## src/rtl/bus_tx_flow_if.sv

```systemverilog
// Bit/byte transmitter bus: controller requests and SCL edge pulses in,
// SDA drive value and transfer status out.
interface bus_tx_flow_if;
    // Request handshake: the master holds exactly one of req_byte_i/req_bit_i
    // high, with req_value_i stable, until tx_done_o pulses. req_value_i is
    // sampled only on acceptance (Idle or the done cycle). Dropping both
    // requests, or raising both, abandons the transfer in flight.
    logic       scl_negedge_i;
    logic       scl_posedge_i;
    logic       req_byte_i;
    logic       req_bit_i;
    logic [7:0] req_value_i;
    logic       sda_o;
    logic       tx_done_o;
    logic       tx_idle_o;
    logic       error_o;

    modport slave (
        input  scl_negedge_i,
        input  scl_posedge_i,
        input  req_byte_i,
        input  req_bit_i,
        input  req_value_i,
        output sda_o,
        output tx_done_o,
        output tx_idle_o,
        output error_o
    );

    modport master (
        output scl_negedge_i,
        output scl_posedge_i,
        output req_byte_i,
        output req_bit_i,
        output req_value_i,
        input  sda_o,
        input  tx_done_o,
        input  tx_idle_o,
        input  error_o
    );
endinterface

```

## src/rtl/bus_tx_flow.sv

```systemverilog
// I3C data-path transmitter: shifts a byte (MSB first) or a single bit onto
// SDA, changing SDA only a programmable hold time after each SCL fall.
module bus_tx_flow #(
    parameter int HoldCntW = 20
) (
    input  logic                clk_i,
    input  logic                rst_ni,
    input  logic [HoldCntW-1:0] t_hd_dat_i,
    bus_tx_flow_if.slave        bus,
    output logic [2:0]          dbg_state_o
);

    typedef enum logic [2:0] {
        ST_IDLE       = 3'd0,
        ST_HOLD       = 3'd1,
        ST_DRIVE      = 3'd2,
        ST_AWAIT_FALL = 3'd3,
        ST_NEXT_TASK  = 3'd4
    } state_e;

    state_e              state_q, state_d;
    logic [7:0]          sreg_q, sreg_d;
    logic [2:0]          bit_cnt_q, bit_cnt_d;
    logic [HoldCntW-1:0] hold_cnt_q, hold_cnt_d;
    logic                mode_bit_q, mode_bit_d;
    logic                sda_q, sda_d;

    logic one_req;
    logic any_req;
    logic abort;
    logic drive_bit;
    logic take_edge;
    logic load;

    assign one_req   = bus.req_byte_i ^ bus.req_bit_i;
    assign any_req   = bus.req_byte_i | bus.req_bit_i;
    assign abort     = (state_q != ST_IDLE) && (!any_req || bus.error_o);
    assign drive_bit = mode_bit_q ? sreg_q[0] : sreg_q[7];

    always_comb begin
        state_d    = state_q;
        sreg_d     = sreg_q;
        bit_cnt_d  = bit_cnt_q;
        hold_cnt_d = hold_cnt_q;
        mode_bit_d = mode_bit_q;
        sda_d      = sda_q;
        take_edge  = 1'b0;
        load       = 1'b0;

        if (abort) begin
            state_d = ST_IDLE;
        end else begin
            case (state_q)
                ST_IDLE: begin
                    if (one_req) begin
                        load       = 1'b1;
                        hold_cnt_d = t_hd_dat_i;
                        state_d    = ST_HOLD;
                    end
                end
                ST_HOLD: begin
                    // An SCL rise before the hold expires forces the bit out now.
                    if (bus.scl_posedge_i || (hold_cnt_q == '0)) begin
                        sda_d     = drive_bit;
                        take_edge = bus.scl_posedge_i;
                        state_d   = ST_DRIVE;
                    end else begin
                        hold_cnt_d = hold_cnt_q - HoldCntW'(1);
                    end
                end
                ST_DRIVE: begin
                    take_edge = bus.scl_posedge_i;
                end
                ST_AWAIT_FALL: begin
                    if (bus.scl_negedge_i) begin
                        hold_cnt_d = t_hd_dat_i;
                        state_d    = ST_HOLD;
                    end
                end
                ST_NEXT_TASK: begin
                    if (one_req) begin
                        load    = 1'b1;
                        state_d = ST_AWAIT_FALL;
                    end else begin
                        state_d = ST_IDLE;
                    end
                end
                default: state_d = ST_IDLE;
            endcase

            if (take_edge) begin
                if (bit_cnt_q == 3'd0) begin
                    state_d = ST_NEXT_TASK;
                end else begin
                    bit_cnt_d = bit_cnt_q - 3'd1;
                    sreg_d    = {sreg_q[6:0], 1'b0};
                    state_d   = ST_AWAIT_FALL;
                end
            end

            if (load) begin
                sreg_d     = bus.req_value_i;
                mode_bit_d = bus.req_bit_i;
                bit_cnt_d  = bus.req_bit_i ? 3'd0 : 3'd7;
            end
        end
    end

    always_ff @(posedge clk_i or negedge rst_ni) begin
        if (!rst_ni) begin
            state_q    <= ST_IDLE;
            sreg_q     <= '0;
            bit_cnt_q  <= '0;
            hold_cnt_q <= '0;
            mode_bit_q <= 1'b0;
            sda_q      <= 1'b1;
        end else begin
            state_q    <= state_d;
            sreg_q     <= sreg_d;
            bit_cnt_q  <= bit_cnt_d;
            hold_cnt_q <= hold_cnt_d;
            mode_bit_q <= mode_bit_d;
            sda_q      <= sda_d;
        end
    end

    assign bus.sda_o     = sda_q;
    assign bus.tx_done_o = (state_q == ST_NEXT_TASK);
    assign bus.tx_idle_o = (state_q == ST_IDLE);
    assign bus.error_o   = bus.req_byte_i & bus.req_bit_i;
    assign dbg_state_o   = state_q;

endmodule

```

## src/flat_wrapper.sv

```systemverilog
// flat-port wrapper written by rule: the top's interface ports become plain ports
module bus_tx_flow_flat 
#(
    parameter int HoldCntW = 20
)
  (clk_i, rst_ni, t_hd_dat_i, dbg_state_o, bus_scl_negedge_i, bus_scl_posedge_i, bus_req_byte_i, bus_req_bit_i, bus_req_value_i, bus_sda_o, bus_tx_done_o, bus_tx_idle_o, bus_error_o);
  bus_tx_flow_if bus_i ();
  input  logic clk_i;
  input  logic rst_ni;
  input  logic [HoldCntW-1:0] t_hd_dat_i;
  output logic [2:0] dbg_state_o;
  input wire logic [$bits(bus_i.scl_negedge_i)-1:0] bus_scl_negedge_i;
  input wire logic [$bits(bus_i.scl_posedge_i)-1:0] bus_scl_posedge_i;
  input wire logic [$bits(bus_i.req_byte_i)-1:0] bus_req_byte_i;
  input wire logic [$bits(bus_i.req_bit_i)-1:0] bus_req_bit_i;
  input wire logic [$bits(bus_i.req_value_i)-1:0] bus_req_value_i;
  output wire logic [$bits(bus_i.sda_o)-1:0] bus_sda_o;
  output wire logic [$bits(bus_i.tx_done_o)-1:0] bus_tx_done_o;
  output wire logic [$bits(bus_i.tx_idle_o)-1:0] bus_tx_idle_o;
  output wire logic [$bits(bus_i.error_o)-1:0] bus_error_o;
  assign bus_i.scl_negedge_i = bus_scl_negedge_i;
  assign bus_i.scl_posedge_i = bus_scl_posedge_i;
  assign bus_i.req_byte_i = bus_req_byte_i;
  assign bus_i.req_bit_i = bus_req_bit_i;
  assign bus_i.req_value_i = bus_req_value_i;
  assign bus_sda_o = bus_i.sda_o;
  assign bus_tx_done_o = bus_i.tx_done_o;
  assign bus_tx_idle_o = bus_i.tx_idle_o;
  assign bus_error_o = bus_i.error_o;
  bus_tx_flow #(.HoldCntW(HoldCntW)) u_core (.clk_i(clk_i), .rst_ni(rst_ni), .t_hd_dat_i(t_hd_dat_i), .bus(bus_i), .dbg_state_o(dbg_state_o));
endmodule
```

## config.mk

```make
export PLATFORM = sky130hd
export DESIGN_NAME = bus_tx_flow_flat
export DESIGN_NICKNAME = d
export VERILOG_FILES = /design/src/rtl/bus_tx_flow_if.sv /design/src/rtl/bus_tx_flow.sv /design/src/flat_wrapper.sv
export SDC_FILE = /design/constraint.sdc
export NUM_CORES = 1
export LEC_CHECK = 0
export CAP_MARGIN = 30
export CORE_MARGIN = 2
export CORE_UTILIZATION = 40
export DETAILED_ROUTE_END_ITERATION = 12
export GPL_TIMING_DRIVEN = 1
export PLACE_DENSITY = 0.76
export SKIP_LAST_GASP = 1
export SLEW_MARGIN = 25
export SYNTH_ARGS = -nofsm -noshare
export SYNTH_HDL_FRONTEND = slang
export SYNTH_SLANG_ARGS = --single-unit
```

## constraint.sdc

```tcl
create_clock -name clk_i -period 2.45 [get_ports clk_i]
set_clock_uncertainty 0.2 [all_clocks]
set_input_delay 0.49 -clock clk_i [delete_from_list [all_inputs] [get_ports clk_i]]
set_output_delay 0.49 -clock clk_i [all_outputs]
set_load 0.02 [all_outputs]
```

Word-level counts from Yosys, hierarchy flattened
Cells that the tools add are included.

storage, ports and cells
  flip-flop bits (word level) = 36
  input bits = 34
  output and inout bits = 7
  word-level logic and storage cells = 66

operators by class
  add/sub/neg operators = 2
  eq/ne operators = 12
  mux-type cells = 26
  bitwise operators = 4
  reduce and logical (&&, ||, !) cells = 16

operator list
  cell                                                                     number
  20-bit two-way mux                                                       3
  20-bit one-hot mux with 3 select lines                                   1
  3-bit two-way mux                                                        10
  8-bit two-way mux                                                        3
  20-bit logical NOT                                                       1
  20-bit by 1-bit subtractor with 20-bit output, second input constant     1
  3-bit one-hot mux with 5 select lines                                    1
  4-bit by 1-bit inequality test with 1-bit output, second input constant  2
  3-bit by 2-bit equality test with 1-bit output, second input constant    2
  3-bit logical NOT                                                        2
  1-bit two-way mux                                                        6
  3-bit AND reduction                                                      2
  3-bit nonzero test                                                       2
  5-bit AND reduction                                                      1
  2-bit by 1-bit inequality test with 1-bit output, second input constant  2
  2-bit inequality test, second input constant                             2
  4-bit by 2-bit inequality test with 1-bit output, second input constant  1
  4-bit AND reduction                                                      1
  3-bit by 1-bit equality test with 1-bit output, second input constant    1
  3-bit equality test, second input constant                               1
  3-bit by 1-bit inequality test with 1-bit output, second input constant  1
  3-bit by 1-bit subtractor with 3-bit output, second input constant       1
  1-bit logical OR                                                         2
  2-bit two-way mux                                                        1
  10 further kinds                                                         10

Depth between registers and ports, before layout
Gate-level depths: netlist of run 1.

  depth after elaboration = 7
  depth in mapped cells = 9
  mapped depth without buffers = 7

Least setup slack after synthesis of run 1
OpenSTA, ideal clock, no wires.

  path kind = in2reg
  start point = input bus_req_bit_i
  end point = register u_core.hold_cnt_q[9]
  setup time = 0.124 ns
  arrival = 2.097 ns
  required time = 2.126 ns
  slack = 0.029 ns
  cell stages on the path = 8
  buffers on the path = 2
  cell sequence = ha_1 clkbuf_2 nor2b_1 clkbuf_1 o21ai_1 a21oi_1 a21oi_1 a211o_1

between the ends
  longest elaborated chain between the ends = 6
  elaborated cells between the ends (all ways) = 9
  classes of those cells = eq/ne: 1; bitwise: 4; reduce/logical: 4

ends and longest elaborated chain
  element                                   line                text
  start, declared                           flat_wrapper.sv:15  input wire logic [$bits(bus_i.req_bit_i)-1:0] bus_req_bit_i;
  1-bit OR                                  bus_tx_flow.sv:36   assign any_req = bus.req_byte_i | bus.req_bit_i;
  1-bit logical NOT                         bus_tx_flow.sv:37   assign abort = (state_q != ST_IDLE) && (!any_req || bus.error_o);
  1-bit logical OR                          bus_tx_flow.sv:37
  1-bit logical AND                         bus_tx_flow.sv:37
  1-bit NOT (no source line)                n/a
  5-bit AND reduction (no source line) (*)  n/a
  end signal, assigned                      bus_tx_flow.sv:121  hold_cnt_q <= hold_cnt_d;
  end, declared                             bus_tx_flow.sv:24   logic [HoldCntW-1:0] hold_cnt_q, hold_cnt_d;

Every way passes the cells marked *; elsewhere a longest branch is shown, timed or not.
A chain may end at the register's enable or synchronous reset.

Worst setup path after layout of run 1
  start point = register u_core.hold_cnt_q[0]
  end point = register u_core.hold_cnt_q[3]

between the ends
  longest elaborated chain between the ends = 4
  elaborated cells between the ends (all ways) = 7
  classes of those cells = add/sub: 1; eq/ne: 1; mux: 2; reduce/logical: 3

ends and longest elaborated chain
  element
  branches (longest 4 deep; another with 20-bit by 1-bit subtractor with 20-bit output)

Parallel ways; which one is timed is not known. The select of a mux whose other input is x is not followed.

==> key figures, run 1 <==
Finish
  • Area Growth Syn to Fin: 40.96%
  • NumNets Final: approximately 380
  • N_diodes: 0
  • Util after Layout: 57.75%
  • Layout cell share with drive strength beyond 1: 21.66%

Route
  • Remaining design rule violation count: 0
  • Vias/cell: 5.824
  • Drt pass-1 iters: 5
  • Post-DR wirelength/cell: 15.90 um
  • DR iter-0 viols: roughly 240
  • Final ANT Viol Nets: 0
  • Via count: between 2,000 and 2,500
  • Drt total wl: 6502 um

STA
  • RSZ-0062 raised after global routing: yes
  • Rel. slew slack: between 60% and 70%
  • Final worst-path setup slack: roughly 24 ps
  • Fmax achieved: ~410 MHz
  • Least-Margin Pin Slew: between 500 and 600 ps
  • Tcrit/Tclk final: 99.00%
  • Slew Limit Fails: 0
  • Post-layout minimum cycle time: approximately 2400 ps
  • Final Hold Vio Count: 0
  • Setup TNS: 0 ps
  • Final Hold Slack: a little over 300 ps
  • # setup viols final: 0

Critical path
  • Crit Reg-Reg Endpoint: u_core.hold_cnt_q[3]
  • Worst EP required: about 2400 ps
  • R2r setup slk: between 20 and 25 ps
  • Crit path from: u_core.hold_cnt_q[0]
  • Capture point of the worst path: u_core.hold_cnt_q[3]
  • Kind of critical path: flip-flop to flip-flop
  • Critical Path AT: about 2400 ps
  • Worst r2r src: u_core.hold_cnt_q[0]
  • Worst-path fanout max: 8
  • CP endpoint kind: flip-flop
  • R2R depth: 8
  • Startpoint class of the critical path: flip-flop

GRT
  • Initial antenna violation count: 0
  • First-pass GRT wire length: roughly 11,000 um
  • Grt ovf: 0
  • Largest net degree at the start of global routing: 37
  • Vias in the first global route: approximately 2,400
  • GRT Util Overall: ~22%

Synth
  • Number of synthesized flops with an enable pin: 0
  • Ys flop type: dfrtp_1
  • Yosys warnings: 0
  • Syn Inst Count: 258
  • Post-synthesis cell area: ~0.0022 mm^2
  • Synthesized Nets: 297
  • Register area share after synthesis: ~40%
  • Post-synthesis cell type count: 59
  • Post-synthesis register bit count: 36
  • FFs w/ async S/R, synth: 100.0%
  • Avg Cell Area, Syn: roughly 8.7 um^2

Clock tree
  • Hold_buf cts: 0
  • CTS root buffer: clkbuf_8
  • Clock H-tree levels: 2
  • CTS tree: built
  • Clock slew at reported path FFs: 80 ps
  • Num CTS Buffers: 5
  • Max clock buf depth: 2
  • CTS sink cnt: 36
  • Worst-Skew Late Latency: approximately 300 ps

Power
  • Total power: roughly 0.0038 W
  • Pleak: around 1.3 nW
  • Total power divided by cell area: 1187 mW/mm^2
  • Worst VDD drop: between 0.4 and 0.5 mV

Floorplanning
  • Area of the core: approximately 0.0055 mm^2
  • IO Count: 41
  • Die X: 78.87 um
  • Die H: roughly 80 um
  • Row count: 27
  • Initial core utilization: roughly 41%
  • DIE AREA: between 0.006 and 0.007 mm^2

Outcome
  • Status: completed

Place
  • PortBufs: 40
  • DP HPWL: ~4700 um
  • RePlAce Congestion: 0.9021
  • Dpl ws: -179.9 ps

Job
  • Max cap viols: 0

Hold path
  • Hold_sp: u_core.hold_cnt_q[18]
  • Tightest Hold Check Type: flip-flop to flip-flop
  • Hold Path Depth: 2
## kinds of logic after synthesis
family	share of synthesized area [%]
xor+xnor	0.3907
buf+inv	3.460
simple gates	23.38
mux	2.232
fa+ha+maj	2.790
flops	40.23
compound gates	27.51
## cell type report
class	count	area, um^2
Clock buffer	5	68.82
Clock inverter	3	42.54
Fill cell	493	2312
Inverter	5	18.77
Multi-Input combinational cell	204	1297
Sequential cell	36	903.4
Tap cell	72	90.09
Timing Repair Buffer	84	739.5
## state kept, by name, indices dropped and copies added, names as in the netlist
signal and count:
u_core.bit_cnt_q 3, u_core.hold_cnt_q 20, u_core.mode_bit_q 1, u_core.bus.sda_o 1, u_core.sreg_q 8, u_core.dbg_state_o 3
## metrics by stage
step / cell area, um^2 / std cells
after floorplan: 2242 / 258
after global placement: 2994 / 399
after detailed placement: 2994 / 399
after CTS: 3114 / 407
after global routing: 3161 / 409
final: 3161 / 409
## cells in the final DEF, fill, tap and decap left out, types with 3 or more instances in the layout
| cell | Yosys | routed |
|---|---|---|
| nand3b_1 | 3 | 3 |
| clkbuf_8 | 0 | 5 |
| nand2b_1 | 3 | 3 |
| nor4_1 | 6 | 5 |
| nand4_1 | 5 | 5 |
| nand2_1 | 26 | 26 |
| clkdlybuf4s50_1 | 0 | 38 |
| o211ai_1 | 3 | 3 |
| o21ai_2 | 3 | 3 |
| inv_1 | 5 | 3 |
| a21oi_1 | 22 | 21 |
| a31oi_1 | 5 | 5 |
| nand3_1 | 5 | 5 |
| ha_1 | 5 | 4 |
| o22ai_1 | 8 | 8 |
| a211oi_1 | 3 | 3 |
| o21ai_1 | 3 | 3 |
| nor3_1 | 10 | 10 |
| and3_1 | 3 | 3 |
| buf_4 | 0 | 43 |
| mux2i_1 | 5 | 5 |
| nor2_1 | 24 | 24 |
| dfrtp_1 | 35 | 34 |
| a41oi_1 | 3 | 3 |
| o21ai_0 | 17 | 17 |
## metal layers
layer | wire length, um | track usage (%) | part of all wire, % | vias up
met2 | 3152 | 36.15 | 48 | 92
met4 | 108 | 9.483 | 1.7 | 0
met1 | 2754 | 28.23 | 42 | 1144
met5 | 0 | 0 | 0 | -
li1 | - | - | - | 1134
met3 | 487 | 6.250 | 7.5 | 12
## report_power, final
group	leakage (nW)	internal, W	switching, W
registers	0.425	0.000892	0.000236
clock network	0.0541	0.000301	0.000240
logic	0.856	0.000980	0.00110
## worst max-delay path: stages (launching register included)
cell	delay, ps
dfrtp_1	410
inv_2	90
ha_4	130
or4b_4	460
or3_4	360
o41ai_4	270
buf_6	190
o21bai_1	80
o211a_1	120
## cells in the mapped netlist, types with 5 or more instances
cell type / count / area [um^2]
a21oi_1: 22 / 110.1
o22ai_1: 8 / 50.05
dfrtp_1: 35 / 875.8
nand3_1: 5 / 25.02
nand2_1: 26 / 97.59
a31oi_1: 5 / 31.28
o21ai_0: 17 / 85.08
mux2i_1: 5 / 50.05
nor3_1: 10 / 50.05
nor4_1: 6 / 37.54
clkbuf_1: 10 / 37.54
nand4_1: 5 / 31.28
ha_1: 5 / 62.56
nor2_1: 24 / 90.09
inv_1: 5 / 18.77
## worst min path at each step
stage,endpoint
final,u_core.hold_cnt_q[18]
after global routing,u_core.hold_cnt_q[18]
after CTS,u_core.hold_cnt_q[18]
after detailed placement,u_core.bit_cnt_q[0]
after global placement,u_core.hold_cnt_q[18]
after floorplan,u_core.bit_cnt_q[0]
## what timing repair did
action,CTS,global route
pin swaps,0,1
setup buffers,0,2
gates resized for setup,3,9
cloned,0,0
setup endpoints to repair,5,15
Power figures use the tool's default switching activity.
==> run 2: changes to the inputs <==
--- a/config.mk
+++ b/config.mk
@@ -9,7 +9,6 @@
 export CORE_MARGIN = 2
 export CORE_UTILIZATION = 40
 export DETAILED_ROUTE_END_ITERATION = 12
-export GPL_TIMING_DRIVEN = 1
 export PLACE_DENSITY = 0.76
 export SKIP_LAST_GASP = 1
 export SLEW_MARGIN = 25
==> results of run 2 <==
No change in the layout: final DEF, timing and power equal those of run 1.
